[src/rtl/music_player_mix.sv]
// Play/pause/next control, frame-edge request, tempo-scaled beat and N-voice sample mixer.
// Define MUSIC_PLAYER_SAT_EN to saturate the mix and drive clip; otherwise the sum wraps.
module music_player_mix #(
    parameter int unsigned NUM_VOICES   = 4,
    parameter int unsigned SAMPLE_WIDTH = 16,
    parameter int unsigned NUM_SONGS    = 4,
    parameter int unsigned SONG_WIDTH   = 2,
    parameter int unsigned BEAT_COUNT   = 1000,
    parameter int unsigned BEAT_WIDTH   = 10
) (
    input  logic                               clk,
    input  logic                               reset_n,
    input  logic                               play_button,
    input  logic                               next_button,
    input  logic                               song_done,
    input  logic [1:0]                         tempo_sel,
    input  logic                               new_frame,
    input  logic [NUM_VOICES-1:0]              voice_active,
    input  logic [NUM_VOICES-1:0]              voice_ready,
    input  logic [NUM_VOICES*SAMPLE_WIDTH-1:0] voice_samples,
    output logic                               play,
    output logic                               reset_player,
    output logic [SONG_WIDTH-1:0]              current_song,
    output logic                               generate_next_sample,
    output logic                               beat,
    output logic                               new_sample_generated,
    output logic [SAMPLE_WIDTH-1:0]            sample_out,
    output logic                               underrun,
    output logic                               clip
);

    typedef enum logic [1:0] {
        ST_PAUSED   = 2'd0,
        ST_PLAYING  = 2'd1,
        ST_ADV_MAN  = 2'd2,
        ST_ADV_AUTO = 2'd3
    } state_e;

    state_e                  state_q, state_d;
    logic                    play_q, play_d;
    logic                    reset_player_q, reset_player_d;
    logic [SONG_WIDTH-1:0]   song_q, song_d;

    // FSM state register
    always_ff @(posedge clk or negedge reset_n) begin
        if (!reset_n) state_q <= ST_PAUSED;
        else          state_q <= state_d;
    end

    // Next state: advance cycles ignore buttons; next beats song_done beats play
    always_comb begin
        state_d = state_q;
        case (state_q)
            ST_ADV_MAN:  state_d = ST_PAUSED;
            ST_ADV_AUTO: state_d = ST_PLAYING;
            ST_PLAYING: begin
                if (next_button)      state_d = ST_ADV_MAN;
                else if (song_done)   state_d = ST_ADV_AUTO;
                else if (play_button) state_d = ST_PAUSED;
            end
            default: begin
                if (next_button)      state_d = ST_ADV_MAN;
                else if (play_button) state_d = ST_PLAYING;
            end
        endcase
    end

    // Outputs decoded from the next state so they land with the state change
    always_comb begin
        play_d         = (state_d == ST_PLAYING);
        reset_player_d = (state_d == ST_ADV_MAN) || (state_d == ST_ADV_AUTO);
        song_d         = song_q;
        if (reset_player_d) begin
            song_d = (song_q == SONG_WIDTH'(NUM_SONGS - 1)) ? '0 : song_q + SONG_WIDTH'(1);
        end
    end

    always_ff @(posedge clk or negedge reset_n) begin
        if (!reset_n) begin
            play_q         <= 1'b0;
            reset_player_q <= 1'b0;
            song_q         <= '0;
        end else begin
            play_q         <= play_d;
            reset_player_q <= reset_player_d;
            song_q         <= song_d;
        end
    end

    // Frame edge detect on the registered strobe
    logic nf_q, nf_prev_q, edge_c;
    logic gns_q;
    assign edge_c = nf_q & ~nf_prev_q;

    // Mixer capture state
    logic [NUM_VOICES-1:0]              flags_q, flags_d;
    logic                               mixed_q, mixed_d;
    logic                               mix_fire_c;
    logic [NUM_VOICES*SAMPLE_WIDTH-1:0] lat_q, lat_d;
    logic [SAMPLE_WIDTH-1:0]            mix_c;
    logic [SAMPLE_WIDTH-1:0]            pending_q, pending_d;
    logic                               pend_valid_q, pend_valid_d;
    logic [SAMPLE_WIDTH-1:0]            sample_out_q, sample_out_d;
    logic                               nsg_q, underrun_q, underrun_d;

`ifdef MUSIC_PLAYER_SAT_EN
    localparam int unsigned SUM_W = SAMPLE_WIDTH + $clog2(NUM_VOICES);
    localparam logic signed [SUM_W-1:0] SAT_MAX =
        SUM_W'($signed({1'b0, {(SAMPLE_WIDTH-1){1'b1}}}));
    localparam logic signed [SUM_W-1:0] SAT_MIN =
        SUM_W'($signed({1'b1, {(SAMPLE_WIDTH-1){1'b0}}}));
    logic signed [SUM_W-1:0] sum_c;
    logic                    sat_c;
    logic                    clip_q;
`else
    logic signed [SAMPLE_WIDTH-1:0] sum_c;
`endif

    // Capture flags and latches; a ready pulse on the edge cycle belongs to the new frame
    always_comb begin
        flags_d    = (edge_c ? '0 : flags_q) | voice_ready;
        mix_fire_c = (&(flags_d | ~voice_active)) & ~(mixed_q & ~edge_c);
        mixed_d    = (mixed_q & ~edge_c) | mix_fire_c;
        lat_d      = lat_q;
        for (int i = 0; i < int'(NUM_VOICES); i++) begin
            if (voice_ready[i]) lat_d[i*SAMPLE_WIDTH +: SAMPLE_WIDTH] =
                voice_samples[i*SAMPLE_WIDTH +: SAMPLE_WIDTH];
        end
    end

    // Signed sum of active voices, reduced to the output width
    always_comb begin
        sum_c = '0;
        for (int i = 0; i < int'(NUM_VOICES); i++) begin
            if (voice_active[i]) begin
`ifdef MUSIC_PLAYER_SAT_EN
                sum_c = sum_c + SUM_W'($signed(lat_d[i*SAMPLE_WIDTH +: SAMPLE_WIDTH]));
`else
                sum_c = sum_c + $signed(lat_d[i*SAMPLE_WIDTH +: SAMPLE_WIDTH]);
`endif
            end
        end
`ifdef MUSIC_PLAYER_SAT_EN
        sat_c = 1'b0;
        mix_c = sum_c[SAMPLE_WIDTH-1:0];
        if (sum_c > SAT_MAX) begin
            mix_c = SAT_MAX[SAMPLE_WIDTH-1:0];
            sat_c = 1'b1;
        end else if (sum_c < SAT_MIN) begin
            mix_c = SAT_MIN[SAMPLE_WIDTH-1:0];
            sat_c = 1'b1;
        end
`else
        // Low bits of the narrow sum equal the low bits of the wide sum
        mix_c = sum_c;
`endif
    end

    // Pending mix hand-off at frame edges
    always_comb begin
        pend_valid_d = (pend_valid_q & ~edge_c) | mix_fire_c;
        pending_d    = mix_fire_c ? mix_c : pending_q;
        sample_out_d = (edge_c && pend_valid_q) ? pending_q : sample_out_q;
        underrun_d   = edge_c & ~pend_valid_q;
    end

    always_ff @(posedge clk or negedge reset_n) begin
        if (!reset_n) begin
            nf_q         <= 1'b0;
            nf_prev_q    <= 1'b0;
            gns_q        <= 1'b0;
            flags_q      <= '0;
            mixed_q      <= 1'b0;
            lat_q        <= '0;
            pending_q    <= '0;
            pend_valid_q <= 1'b0;
            sample_out_q <= '0;
            nsg_q        <= 1'b0;
            underrun_q   <= 1'b0;
        end else begin
            nf_q         <= new_frame;
            nf_prev_q    <= nf_q;
            gns_q        <= edge_c;
            flags_q      <= flags_d;
            mixed_q      <= mixed_d;
            lat_q        <= lat_d;
            pending_q    <= pending_d;
            pend_valid_q <= pend_valid_d;
            sample_out_q <= sample_out_d;
            nsg_q        <= mix_fire_c;
            underrun_q   <= underrun_d;
        end
    end

`ifdef MUSIC_PLAYER_SAT_EN
    always_ff @(posedge clk or negedge reset_n) begin
        if (!reset_n) clip_q <= 1'b0;
        else          clip_q <= mix_fire_c & sat_c;
    end
    assign clip = clip_q;
`else
    assign clip = 1'b0;
`endif

    // Beat counter: counts frame requests while playing, wraps after the terminal value
    logic [BEAT_WIDTH-1:0] cnt_q, cnt_d, period_c, term_c;
    logic                  beat_q, beat_d;

    always_comb begin
        period_c = BEAT_WIDTH'(BEAT_COUNT >> tempo_sel);
        term_c   = period_c - BEAT_WIDTH'(1);
        cnt_d    = cnt_q;
        beat_d   = 1'b0;
        if (reset_player_q) begin
            cnt_d = '0;
        end else if (gns_q && play_q) begin
            cnt_d  = (cnt_q >= term_c) ? '0 : cnt_q + BEAT_WIDTH'(1);
            beat_d = (cnt_d == term_c);
        end
    end

    always_ff @(posedge clk or negedge reset_n) begin
        if (!reset_n) begin
            cnt_q  <= '0;
            beat_q <= 1'b0;
        end else begin
            cnt_q  <= cnt_d;
            beat_q <= beat_d;
        end
    end

    assign play                 = play_q;
    assign reset_player         = reset_player_q;
    assign current_song         = song_q;
    assign generate_next_sample = gns_q;
    assign beat                 = beat_q;
    assign new_sample_generated = nsg_q;
    assign sample_out           = sample_out_q;
    assign underrun             = underrun_q;

endmodule

[config.mk]
export PLATFORM = sky130hd
export DESIGN_NAME = music_player_mix
export DESIGN_NICKNAME = d
export VERILOG_FILES = /design/src/rtl/music_player_mix.sv
export SDC_FILE = /design/constraint.sdc
export NUM_CORES = 1
export LEC_CHECK = 0
export ABC_AREA = 0
export CAP_MARGIN = 10
export CORE_MARGIN = 3
export CORE_UTILIZATION = 35
export DETAILED_ROUTE_END_ITERATION = 10
export PLACE_DENSITY_LB_ADDON = 0.2
export SKIP_LAST_GASP = 1
export SLEW_MARGIN = 20
export SYNTH_ARGS = -nofsm -noshare
export SYNTH_HDL_FRONTEND = slang
export SYNTH_SLANG_ARGS = --single-unit
[constraint.sdc]
create_clock -name clk -period 7.1 [get_ports clk]
set_input_delay 1.42 -clock clk [delete_from_list [all_inputs] [get_ports clk]]
set_output_delay 1.42 -clock clk [all_outputs]
set_load 0.005 [all_outputs]
==> Word-level counts from Yosys, hierarchy flattened <==
Index checks and enable logic that the tools add are counted.
{ "totals": {"regBits": 124, "latch_bits": 0, "ramBits": 0, "rom_bits": 0, "input_bits": 80, "output_inout_bits": 25, "word_cells": 73, "mem_count": 0} }
{ "op_classes": {"addsub": 6, "mul": 0, "n_div": 0, "magnitude_cmp": 1, "n_eq_ne": 8, "shifts": 1, "muxes": 21, "bitwise": 14, "reduce_logical": 5} }
{ "ops": {"columns": ["operator", "n"], "rows": [
  ["$mux W16", 8],
  ["$add A16 B16 Y16", 3],
  ["$mux W10", 3],
  ["$mux W2", 6],
  ["$add A10 B1 Y10 const B", 1],
  ["$eq A10 B10 Y1", 1],
  ["$eq A2 B2 Y1 const B", 5],
  ["$ge A10 B10 Y1", 1],
  ["$shr A10 B2 Y10 const A", 1],
  ["$sub A10 B1 Y10 const B", 1],
  ["$or A4 B4 Y4", 2],
  ["$pmux W2 S3", 1],
  ["$and A1 B1 Y1", 5],
  ["$eq A2 B1 Y1 const B", 2],
  ["$mux W4", 1],
  ["$not A1 Y1", 4],
  ["$not A4 Y4", 1],
  ["$reduce_and A4 Y1", 1],
  ["$add A2 B1 Y2 const B", 1],
  ["$logic_and A1 B1 Y1", 2],
  ["$mux W1", 2],
  ["$or A1 B1 Y1", 2],
  ["$reduce_bool A2 Y1", 1],
  ["$logic_or A1 B1 Y1", 1]
]} }

==> Logic depth before layout (Yosys ltp) <==
{ "logic_depth": {"word_depth": 8, "depth_mapped": 29, "depth_no_buf": 28} }

==> Worst setup path before layout <==
Ideal clock, no wire load.
{ "synth_timing": {"path_kind": "input to register", "startpoint": "input voice_ready[1]", "endpoint": "register pending_q[15]", "setup_time_ns": 0.127, "arrival_ns": 6.862, "t_required_ns": 6.973, "setup_slack_ns": 0.111, "stages": 26, "n_path_buf": 2, "cell_sequence": "clkbuf_1 > buf_1 > mux2_2 > ha_1 > inv_1 > fa_1 > o21ai_0 > inv_1 > fa_1 > nor2b_1 > o21ai_2 > a21boi_1 > o41ai_4 > o21bai_1 > xor2_1 > mux2_2 > ha_1 > a21oi_1 > o21ai_1 > nor3_1 > a211oi_1 > o31a_1 > o21a_1 > xnor3_1 > xnor2_1 > o21ai_1"} }
{ "synth_via": {"elab_chain_len": 7, "word_cells_on_any_way": 11, "cone_classes": "add/sub (3); mux (4); bitwise (3); reduce/logical (1)"} }
{ "synth_lines": {"columns": ["item", "line_no", "rtl"], "rows": [
  ["start, declared", "19", "input logic [NUM_VOICES-1:0] voice_ready,"],
  ["$mux W16 (*)", "126", "if (voice_ready[i]) lat_d[i*SAMPLE_WIDTH +: SAMPLE_WIDTH] ="],
  ["via lat_d[16]", "99", "logic [NUM_VOICES*SAMPLE_WIDTH-1:0] lat_q, lat_d;"],
  ["$add A16 B16 Y16 (*)", "139", "sum_c = sum_c + $signed(lat_d[i*SAMPLE_WIDTH +: SAMPLE_WIDTH]);"],
  ["$mux W16 (*)", "135", "if (voice_active[i]) begin"],
  ["$add A16 B16 Y16", "139", null],
  ["$mux W16 (*)", "135", null],
  ["$add A16 B16 Y16", "139", null],
  ["$mux W16 (*)", "135", null],
  ["end signal, assigned", "187", "pending_q <= pending_d;"],
  ["end, declared", "101", "logic [SAMPLE_WIDTH-1:0] pending_q, pending_d;"]
]} }
Mark *: on every way through the listed nets, which the timed path passes. The rest lies on a longest branch.
A chain may end at the register's enable or synchronous reset.

==> Final worst setup path <==
Ends and elaborated chain as after synthesis.

==> reports/qor.yml <==
routing:
  vias: 6549
  postRouteAntennaNets: 0
  number_of_remaining_drc_errors: 0
  drt_iter0_markers: 326
  avgViaCountPerCell: 5.09
  drt_wl_total_um: 20400
  avgRoutedWirePerCell_um: 15.8
  firstDrtPassIters: 4
clock_tree:
  cts_buffers: 17
  source_to_sink_clock_delay_at_the_later_pin_of_the_worst_skew_pair_ns: 0.42
  cts_buffer_depth: 2
  cts_root_buffer: "sky130_fd_sc_hd__clkbuf_16"
  cts_tree: "yes"
  cts_num_sinks: 124
  clock_transition_at_the_registers_of_the_reported_paths_ns: 0.07
  ctsHtreeMaxLevel: 4
sta:
  max_freq_ghz: 0.150
  rel_slew_slack_pct: 41.7
  grt_setup_unrepaired: "false"
  finalClockSkew_ns: 0.0129
  finalMaxSlewViolations: 0
  post-route-period-util_pct: 94.0
  max_slew.worst_pin.slew_ns: 0.874
  min_period_ns: 6.67
  finalHoldViolCount: 0
  finalSetupViolCount: 0
worst_setup_path:
  end_kind: "flip-flop"
  most_common_cell_type_on_the_critical_path: "sky130_fd_sc_hd__buf_4"
  critPathLaunchType: "input port"
  cp_slowest_stage_delay_ns: 0.46
  crit_required_ns: 7.41
  worstPathMaxFanout: 10
  crit_arrival_ns: 6.98
  critical_path.slowest_cell: "sky130_fd_sc_hd__clkdlybuf4s50_1"
  criticalPathCategory: "in2reg"
synthesis:
  synth_edf_count: 0
  synth_seq_cells: 124
  asyncSetResetFlopFracSynth_pct: 100
  synth.distinct_cells: 68
  syn_avg_cell_area_um2: 10.1
  synth_warnings: 0
  syn-instance-count: 784
  synth.cell_area_mm2: 0.00792
  yosys_most_used_dff: "sky130_fd_sc_hd__dfrtp_1"
  part_of_the_yosys_area_used_for_sequential_elements_pct: 39.2
  synth.net_count: 930
final_layout:
  syn2layout_area_growth_pct: 35.4
  antenna-diode-count: 0
  nFillCells: 2096
  fin_util_pct: 48.7
  final_net_count: 1140
  ff_latch_area_mm2: 0.00310
  drive_gt1_share_pct: 26.1
  fin_area_mm2: 0.0107
  multiInputGateArea_mm2: 0.00465
floorplanning:
  core.rowCount: 54
  floorplan.die.height_um: 156
  floorplan.initialDensity_pct: 36.0
  core_area_mm2: 0.0220
  design.portCount: 105
  die_width_um: 156
  dieArea_mm2: 0.0245
placement:
  port-buffer-count: 103
  finalWeightedCongestion: 0.863
  dp_hpwl_um: 15800
  post_dp_cell_area_mm2: 0.0101
run:
  max-cap-violations: 0
global_route:
  via_count_of_the_first_global_routing_pass: 6467
  global_route.usage.total_pct: 17.1
  grt_antenna_before_repair: 0
  grt_first_pass_wirelength_um: 33300
  overflow: 0
  largest_net_degree_at_the_start_of_global_routing: 67
outcome:
  outcome: "completed"
power_and_ir_drop:
  power_per_cell_area_mw_per_mm2: 285
  power.ir.vdd_worst_mv: 0.164
  p_leak_nw: 4.87
hold_path:
  hold_class: "reg2reg"
[cells in the mapped netlist, types with 7 or more instances]
master | number | area [um^2]
sky130_fd_sc_hd__a211oi_1 | 8 | 60.1
sky130_fd_sc_hd__a21o_1 | 21 | 158
sky130_fd_sc_hd__a21oi_1 | 43 | 215
sky130_fd_sc_hd__and2_1 | 12 | 75.1
sky130_fd_sc_hd__and3_1 | 10 | 62.6
sky130_fd_sc_hd__clkbuf_1 | 18 | 67.6
sky130_fd_sc_hd__dfrtp_1 | 124 | 3100
sky130_fd_sc_hd__ha_1 | 63 | 788
sky130_fd_sc_hd__inv_1 | 33 | 124
sky130_fd_sc_hd__mux2_2 | 88 | 991
sky130_fd_sc_hd__mux2i_1 | 8 | 80.1
sky130_fd_sc_hd__nand2_1 | 61 | 229
sky130_fd_sc_hd__nand2b_1 | 9 | 56.3
sky130_fd_sc_hd__nand3_1 | 16 | 80.1
sky130_fd_sc_hd__nor2_1 | 42 | 158
sky130_fd_sc_hd__nor2b_1 | 8 | 50.1
sky130_fd_sc_hd__nor3_1 | 12 | 60.1
sky130_fd_sc_hd__o21a_1 | 7 | 52.6
sky130_fd_sc_hd__o21ai_0 | 42 | 210
sky130_fd_sc_hd__o21ai_1 | 19 | 95.1
sky130_fd_sc_hd__xnor2_1 | 25 | 219
sky130_fd_sc_hd__xor2_1 | 17 | 149
[cell families after synthesis]
family	count (synthesis)	share of synthesized area [%]
flops	124	39.2
mux	97	13.7
xor+xnor	43	4.93
compound gates	197	16.4
buf+inv	60	2.92
fa+ha+maj	66	10.7
other cells	1	0.0473
simple gates	196	12.1
[per-layer routing]
metal | GRT usage (%) | part of all wire, %
met1 | 23.4 | 47
met2 | 28.1 | 48
met3 | 3.13 | 3.6
met4 | 4.59 | 1.3
met5 | 0 | 0
[placed cells by master, fill, tap and decap left out, types with 9 or more instances in the layout]
| master | instances |
|---|---|
| sky130_fd_sc_hd__nand2b_1 | 9 |
| sky130_fd_sc_hd__nor2_1 | 42 |
| sky130_fd_sc_hd__buf_4 | 111 |
| sky130_fd_sc_hd__a21o_1 | 21 |
| sky130_fd_sc_hd__a21oi_1 | 41 |
| sky130_fd_sc_hd__and2_1 | 12 |
| sky130_fd_sc_hd__nand2_1 | 61 |
| sky130_fd_sc_hd__o21ai_1 | 23 |
| sky130_fd_sc_hd__inv_1 | 33 |
| sky130_fd_sc_hd__o21ai_0 | 38 |
| sky130_fd_sc_hd__ha_1 | 62 |
| sky130_fd_sc_hd__dfrtp_1 | 124 |
| sky130_fd_sc_hd__nor3_1 | 11 |
| sky130_fd_sc_hd__xnor2_1 | 25 |
| sky130_fd_sc_hd__xor2_1 | 17 |
| sky130_fd_sc_hd__mux2_2 | 88 |
| sky130_fd_sc_hd__nand3_1 | 16 |
| sky130_fd_sc_hd__clkbuf_16 | 17 |
| sky130_fd_sc_hd__clkdlybuf4s50_1 | 101 |
| sky130_fd_sc_hd__and3_1 | 10 |
[metrics by stage]
step | setup slack [ns] | setup TNS (ns) | power, W | hold WS, ns | cells
2_1_floorplan | 0.111 | 0 | 0.00163 | 0.355 | 784
3_5_place_dp | -0.255 | -0.255 | 0.00217 | 0.378 | 1254
3_3_place_gp | -0.287 | -0.287 | 0.00216 | 0.372 | 1254
6_report | 0.427 | 0 | 0.00306 | 0.388 | 1287
4_1_cts | 0.150 | 0 | 0.00307 | 0.392 | 1286
5_1_grt | 0.0169 | 0 | 0.00327 | 0.401 | 1287
[repair_timing]
| item | 4_1_cts | 5_1_grt |
|---|---|---|
| resized for setup | 0 | 19 |
| buffers inserted | 0 | 1 |
| hold buffers | 0 | 0 |
| setup endpoints to repair | 0 | 3 |
[state kept, by name (all words and copies together) (netlist names), 2 cells and up]
name / cells
lat_q: 64
flags_q: 4
state_q: 2
pending_q: 16
cnt_q: 10
current_song: 2
sample_out: 16
[final timing paths]
| kind | startpoint | endpoint | slack, ns | cells past startpoint |
|---|---|---|---|---|
| hold reg to reg | nf_q$_DFF_PN0_ | nf_prev_q$_DFF_PN0_ | 0.39 | 0 |
| hold / removal | nf_q$_DFF_PN0_ | nf_prev_q$_DFF_PN0_ | 0.39 | 0 |
| max in group asynchronous | reset_n | lat_q[27]$_DFF_PN0_ | 4.68 | 2 |
| setup / recovery | voice_ready[1] | pending_q[15]$_DFFE_PN0P_ | 0.43 | 29 |
| setup reg to reg | lat_q[0]$_DFF_PN0_ | pending_q[15]$_DFFE_PN0P_ | 1.66 | 27 |
| min in group asynchronous | reset_n | sample_out[13]$_DFFE_PN0P_ | 1.13 | 1 |
[cell type report]
| cell class | instances | share of cell area [%] |
|---|---|---|
| clock inverter | 15 | 1.52 |
| multi-input combinational | 600 | 43.4 |
| sequential | 124 | 28.9 |
| inverter | 36 | 1.26 |
| clock buffer | 17 | 3.97 |
| tap | 280 | 3.27 |
| timing repair buffer | 215 | 17.7 |
[worst max-delay path: cells and delay by family]
| kind | cells | cell delay, ns |
|---|---|---|
| AND/OR/NAND/NOR | 3 | 0.52 |
| adder cells (fa/ha/maj) | 3 | 0.76 |
| XOR/XNOR | 4 | 0.80 |
| AO/OA/AOI/OAI | 11 | 1.66 |
| buffers and inverters | 6 | 1.18 |
| multiplexers | 2 | 0.64 |
[power by group]
group	total, W	switching (W)	internal (W)
clock network	0.000874	0.000352	0.000522
logic	0.00127	0.000578	0.000694
registers	0.000914	0.0000690	0.000845
total	0.00306	0.000999	0.00206
No activity file was read; power rests on OpenSTA's default activity.
